$ cat src/rtl/bmp_loader.sv
// Bitmap frame loader: assembles WORDS 32-bit words into a bitmap, strobes the
// compare accelerator, waits (with watchdog) for its result and hands it on.
module bmp_loader #(
  parameter int unsigned WORDS   = 48,
  parameter int unsigned TIMEOUT = 4096
) (
  input  logic                  clk,
  input  logic                  rst,
  input  logic                  in_valid,
  output logic                  in_ready,
  input  logic [31:0]           in_data,
  input  logic                  in_last,
  output logic [WORDS*32-1:0]   bitmap,
  output logic                  wren,
  input  logic [15:0]           acc_result,
  input  logic                  acc_done,
  output logic                  res_valid,
  input  logic                  res_ready,
  output logic [15:0]           res_data,
  output logic                  busy,
  output logic                  frame_err,
  output logic                  timeout
);

  localparam int unsigned WDW = $clog2(TIMEOUT + 1);

  typedef enum logic [1:0] {FILL, LAUNCH, WAIT, RESP} state_t;

  state_t         state, state_n;
  logic [5:0]     cnt, cnt_n;
  logic [WDW-1:0] wd, wd_n;
  logic           accept, ferr_n, tout_n, capture;

  // Gated by rst so the source sees not-ready throughout the reset cycle.
  assign in_ready = (state == FILL) && !rst;
  assign accept   = in_valid && in_ready;

  always_comb begin
    state_n = state;
    cnt_n   = cnt;
    wd_n    = wd;
    ferr_n  = 1'b0;
    tout_n  = 1'b0;
    capture = 1'b0;
    case (state)
      FILL: begin
        if (accept) begin
          if (cnt == 6'(WORDS - 1)) begin
            cnt_n = '0;
            if (in_last) state_n = LAUNCH;
            else         ferr_n  = 1'b1;
          end else if (in_last) begin
            cnt_n  = '0;
            ferr_n = 1'b1;
          end else begin
            cnt_n = cnt + 6'd1;
          end
        end
      end
      LAUNCH: begin
        // acc_done is deliberately not looked at here: it may be left over.
        state_n = WAIT;
        wd_n    = '0;
      end
      WAIT: begin
        if (acc_done) begin
          capture = 1'b1;
          state_n = RESP;
        end else if (wd == WDW'(TIMEOUT - 1)) begin
          tout_n  = 1'b1;
          state_n = FILL;
        end else begin
          wd_n = wd + WDW'(1);
        end
      end
      RESP: begin
        if (res_ready) state_n = FILL;
      end
      default: state_n = FILL;
    endcase
  end

  always_ff @(posedge clk) begin
    if (rst) begin
      state     <= FILL;
      cnt       <= '0;
      wd        <= '0;
      bitmap    <= '0;
      wren      <= 1'b0;
      res_valid <= 1'b0;
      res_data  <= '0;
      frame_err <= 1'b0;
      timeout   <= 1'b0;
      busy      <= 1'b0;
    end else begin
      state     <= state_n;
      cnt       <= cnt_n;
      wd        <= wd_n;
      if (accept) bitmap[{cnt, 5'b0} +: 32] <= in_data;
      if (capture) res_data <= acc_result;
      // Registered outputs are decoded from the next state so they line up
      // with the state they describe.
      wren      <= (state_n == LAUNCH);
      res_valid <= (state_n == RESP);
      frame_err <= ferr_n;
      timeout   <= tout_n;
      busy      <= !((state_n == FILL) && (cnt_n == 6'd0));
    end
  end

endmodule

$ cat config.mk
export PLATFORM = sky130hd
export DESIGN_NAME = bmp_loader
export DESIGN_NICKNAME = d
export VERILOG_FILES = /design/src/rtl/bmp_loader.sv
export SDC_FILE = /design/constraint.sdc
export NUM_CORES = 2
export LEC_CHECK = 0
export BUFFER_PORTS_ARGS = -buffer_cell sky130_fd_sc_hd__buf_2
export CAP_MARGIN = 20
export CORE_AREA = 2 2 625 627
export DETAILED_ROUTE_END_ITERATION = 8
export DIE_AREA = 0 0 627 629
export HOLD_SLACK_MARGIN = 0.05
export SLEW_MARGIN = 20
export SYNTH_ARGS = -nofsm -noshare
export SYNTH_HDL_FRONTEND = slang
export SYNTH_SLANG_ARGS = --single-unit
$ cat constraint.sdc
create_clock -name clk -period 5.91 [get_ports clk]
set_input_delay 1.773 -clock clk [delete_from_list [all_inputs] [get_ports clk]]
set_output_delay 1.773 -clock clk [all_outputs]
set_load 0.1 [all_outputs]
==> results.md <==
- Combined area of the multi-input logic cells: 24300 um2
- Initial Utilization: between 10 and 15%
- Main synth FF type: dfxtp_1
- Clock insertion delay at the later pin of the skew report: approximately 0.9 ns
- Number of warnings reported in the yosys synthesis log: 0
- Pin count of the biggest net entering global routing: 198
- CTS Buf Count: ~190
- Post-CTS Hold Fix Bufs: 0
- Finished Cell Area: slightly below 80000 um2
- Max Freq: about 220 MHz
- Post-route met1 wirelength: 161 mm
- Number of sinks driven by the clock tree: between 1500 and 2000
- Fill count: about 43000
- Placeable Area: between 300000 and 400000 um2
- Final wirelength: just over 400 mm
- Placer Congestion: 0.870
- DRC violations left: 0
- Ports placed on the boundary: about 1600
- Max Slew Vio Count: 0
- Die Footprint: about 390000 um2
- Actual transition at the worst max-transition pin: roughly 1.2 ns
- Number of flip-flops and latches in the synthesized netlist: 1578
- Hold violation count in the final report: 0
- Worst rel slew slack: 16.9%
- Peak supply drop: 250 uV
- RSZ-0062 raised after global routing: false
- Status: finished clean
- Estimated wirelength of the detail-placed design: 303 mm
- I/O Buffers: approximately 1600
- Final cycle utilization of the critical path: about three quarters
- Die boundary height: 629 um
- Number of global-route vias before repair: about 53000
- Classification of the worst-slack hold path: reg -> reg
- Net count reported at finish: between 8000 and 9000
- First drt pass iteration count: 6
- H-tree levels: 4
- Unique masters post-synth: 59
- Async set or reset register ratio after synthesis: 0%
- Critical Path RT: slightly above 4 ns
- Maximum Capacitance Violations: 0
- Number of failing setup endpoints in the final timing report: 0
- TritonCTS clock tree: built
- Row count: 229
- Syn nets: approximately 6900
- Remaining Overflow, GRT: 0
- Antenna Violating Nets Remaining: 0
- Top fanout value on the critical path: 96
- Average footprint of a synthesized cell: roughly 8.4 um2
- Fraction of final layout cells with drive strength greater than 1: ~28%
- Area share of the largest cell type after synthesis: 54.6%
- Register Area: 31600 um2
- Via density per instance: between 4 and 5
- Total global-route track usage: around a fifth
- Area Overhead vs Synth: 36.7%
- Worst Path Arrival: approximately 2.7 ns
- PwrDens: around 300 nW/um2
- Via count: between 50000 and 60000
- Root Buffer: clkbuf_16
- Clock Tree Buf Depth: 4
- Die width: 627 um
- Skew final: 0.0660 ns
- Total met2 wirelength after detailed routing: approximately 190 mm
- Kind of start point of the critical path: input pin
- First-pass GRT wire length: between 500 and 600 mm
- Sequential-to-total area share from yosys stat: between 50% and 60%
- Cell area after synthesis: 57800 um2
- CP endpoint kind: output port
- Routed wl met3: approximately 40 mm
- Wire length per cell: 30.2 um
- Critical path class: in -> out
- CTS resizes: 0
- Min Clock Period, post-route: ~4.5 ns
- Placement Cell Area: a little over 70000 um2
- Antenna violations before repair: between 50 and 60
- Max Used Layer: met5
- Post-CTS Repair Setup Buffers: 0
- Cell type contributing the most total cell area after synthesis: dfxtp_1
- Post-route setup TNS: 0 ns
- Leakage component of the power: 34.4 nW
- First DRT Iteration DRCs: approximately 6600
- Worst R2R Setup Slack: about 1.5 ns
- Worst-path clk slew: approximately 0.05 ns
- Post-Synthesis Cells: between 6000 and 7000
- Number of enable flip-flop cells after synthesis: 0
- Cell types with the largest area share after synthesis: dfxtp_1 55%, nand2_1 12%, a21oi_1 7.2%, mux2i_1 6.2%, nand3_1 4.7%
## final timing paths
check	to	from	cells after the start
max	in_ready	rst	4
min	wd[12]$_SDFFE_PP0P_	wd[12]$_SDFFE_PP0P_	2
max reg2reg	bitmap[1022]$_SDFFE_PP0P_	cnt[0]$_SDFF_PP0_	7
min reg2reg	wd[12]$_SDFFE_PP0P_	wd[12]$_SDFFE_PP0P_	2
## cell type report
| class | instances | area share (%) |
|---|---|---|
| tap | 5197 | 8.23 |
| multi-input combinational | 4640 | 30.8 |
| clock inverter | 76 | 1.20 |
| clock buffer | 259 | 6.78 |
| antenna | 36 | 0.114 |
| inverter | 7 | 0.0427 |
| sequential | 1578 | 40.0 |
| timing repair buffer | 1866 | 12.9 |
## report_power, final
group          switching, mW  total (mW)  internal, mW  leakage, nW
registers             0.0108        10.7          10.6         12.7
clock network           5.22        12.1          6.93         3.08
logic                  0.960        1.08         0.120         18.7
## kinds of logic (layout without fill, tap and decap cells)
| kind of cell | Yosys count | after routing | synth area share (%) |
|---|---|---|---|
| fa+ha+maj | 5 | 5 | 0.108 |
| compound gates | 1309 | 1309 | 13.0 |
| xor+xnor | 11 | 11 | 0.167 |
| flops | 1578 | 1578 | 54.6 |
| buf+inv | 650 | 2208 | 4.41 |
| simple gates | 2954 | 2954 | 21.4 |
| other cells | 0 | 36 | 0 |
| mux | 361 | 361 | 6.26 |
## stage by stage
stage                     power (mW)  std cells  util [%]  worst slack [ns]  hold slack, ns
after global routing            24.5      13600      20.4              1.27           0.460
after detailed placement        12.0      13300      18.7             0.829           0.435
after floorplan                 11.3       6868         -             0.417           0.419
after CTS                       24.1      13600      20.4              1.33           0.442
after global placement          12.0      13300      18.7             0.900           0.432
final                           23.9      13700      20.4              1.42           0.438
## Yosys cell counts (4+ instances only)
| cell | n |
|---|---|
| or4_1 | 16 |
| nand2b_1 | 7 |
| a41o_1 | 15 |
| a21oi_1 | 831 |
| or2_2 | 4 |
| xor2_1 | 8 |
| nand2_1 | 1821 |
| o211a_1 | 33 |
| and4_1 | 25 |
| and3_1 | 20 |
| nor4_1 | 12 |
| and2_1 | 9 |
| nand4_1 | 32 |
| a31o_2 | 66 |
| nor3_1 | 61 |
| o2111ai_1 | 4 |
| mux2i_1 | 357 |
| a211o_1 | 6 |
| mux2_2 | 4 |
| o21ai_0 | 201 |
| nor2b_1 | 11 |
| nand3b_1 | 4 |
| buf_2 | 86 |
| a211oi_2 | 7 |
| clkbuf_1 | 523 |
| inv_1 | 5 |
| or3_1 | 10 |
| a211oi_1 | 7 |
| buf_1 | 34 |
| o211ai_1 | 43 |
| o31ai_1 | 69 |
| ha_1 | 5 |
| dfxtp_1 | 1578 |
| nand3_1 | 544 |
| nor2_1 | 367 |
| a31oi_1 | 4 |
## flip-flops by register name, indices dropped and copies added (netlist names)
signal / count
bitmap: 1536
res_data: 16
wd: 13
cnt: 6
state: 2
busy: 1
frame_err: 1
res_valid: 1
timeout: 1
wren: 1
## per-layer routing
layer | up-vias | track usage (%)
li1 | 26000 | -
met1 | 28600 | 24.0
met2 | 3205 | 32.1
met3 | 724 | 6.00
met4 | 12 | 9.79
met5 | - | 0
## placed cells by master (no fill, tap or decap), types with 6 or more instances in the layout
cell,count
clkbuf_1,32
nand3_2,13
o31ai_1,68
nand2_2,14
clkinv_4,6
nor2_2,17
nor3_2,13
or4_1,16
nor4_1,10
nor2_1,345
nor2b_1,11
nor3_1,50
diode_2,36
buf_12,9
o211a_1,32
and3_1,16
mux2i_1,357
dfxtp_1,1577
o21ai_0,200
clkbuf_16,188
or3_1,10
buf_4,261
and4_1,24
clkinvlp_4,9
o211ai_1,43
and2_1,7
inv_6,15
a211oi_4,10
buf_2,1592
nand3_1,530
nand2_1,1805
a41o_1,15
xor2_1,8
a21oi_1,829
bufinv_16,12
a31o_2,66
clkbuf_8,39
nand4_1,32
clkinv_2,21
## critical path, stage by stage
cell and delay, ns:
buf_8 0.14, buf_12 0.18, nor3_2 0.14, buf_2 0.46
No activity file was read; power rests on OpenSTA's default activity.
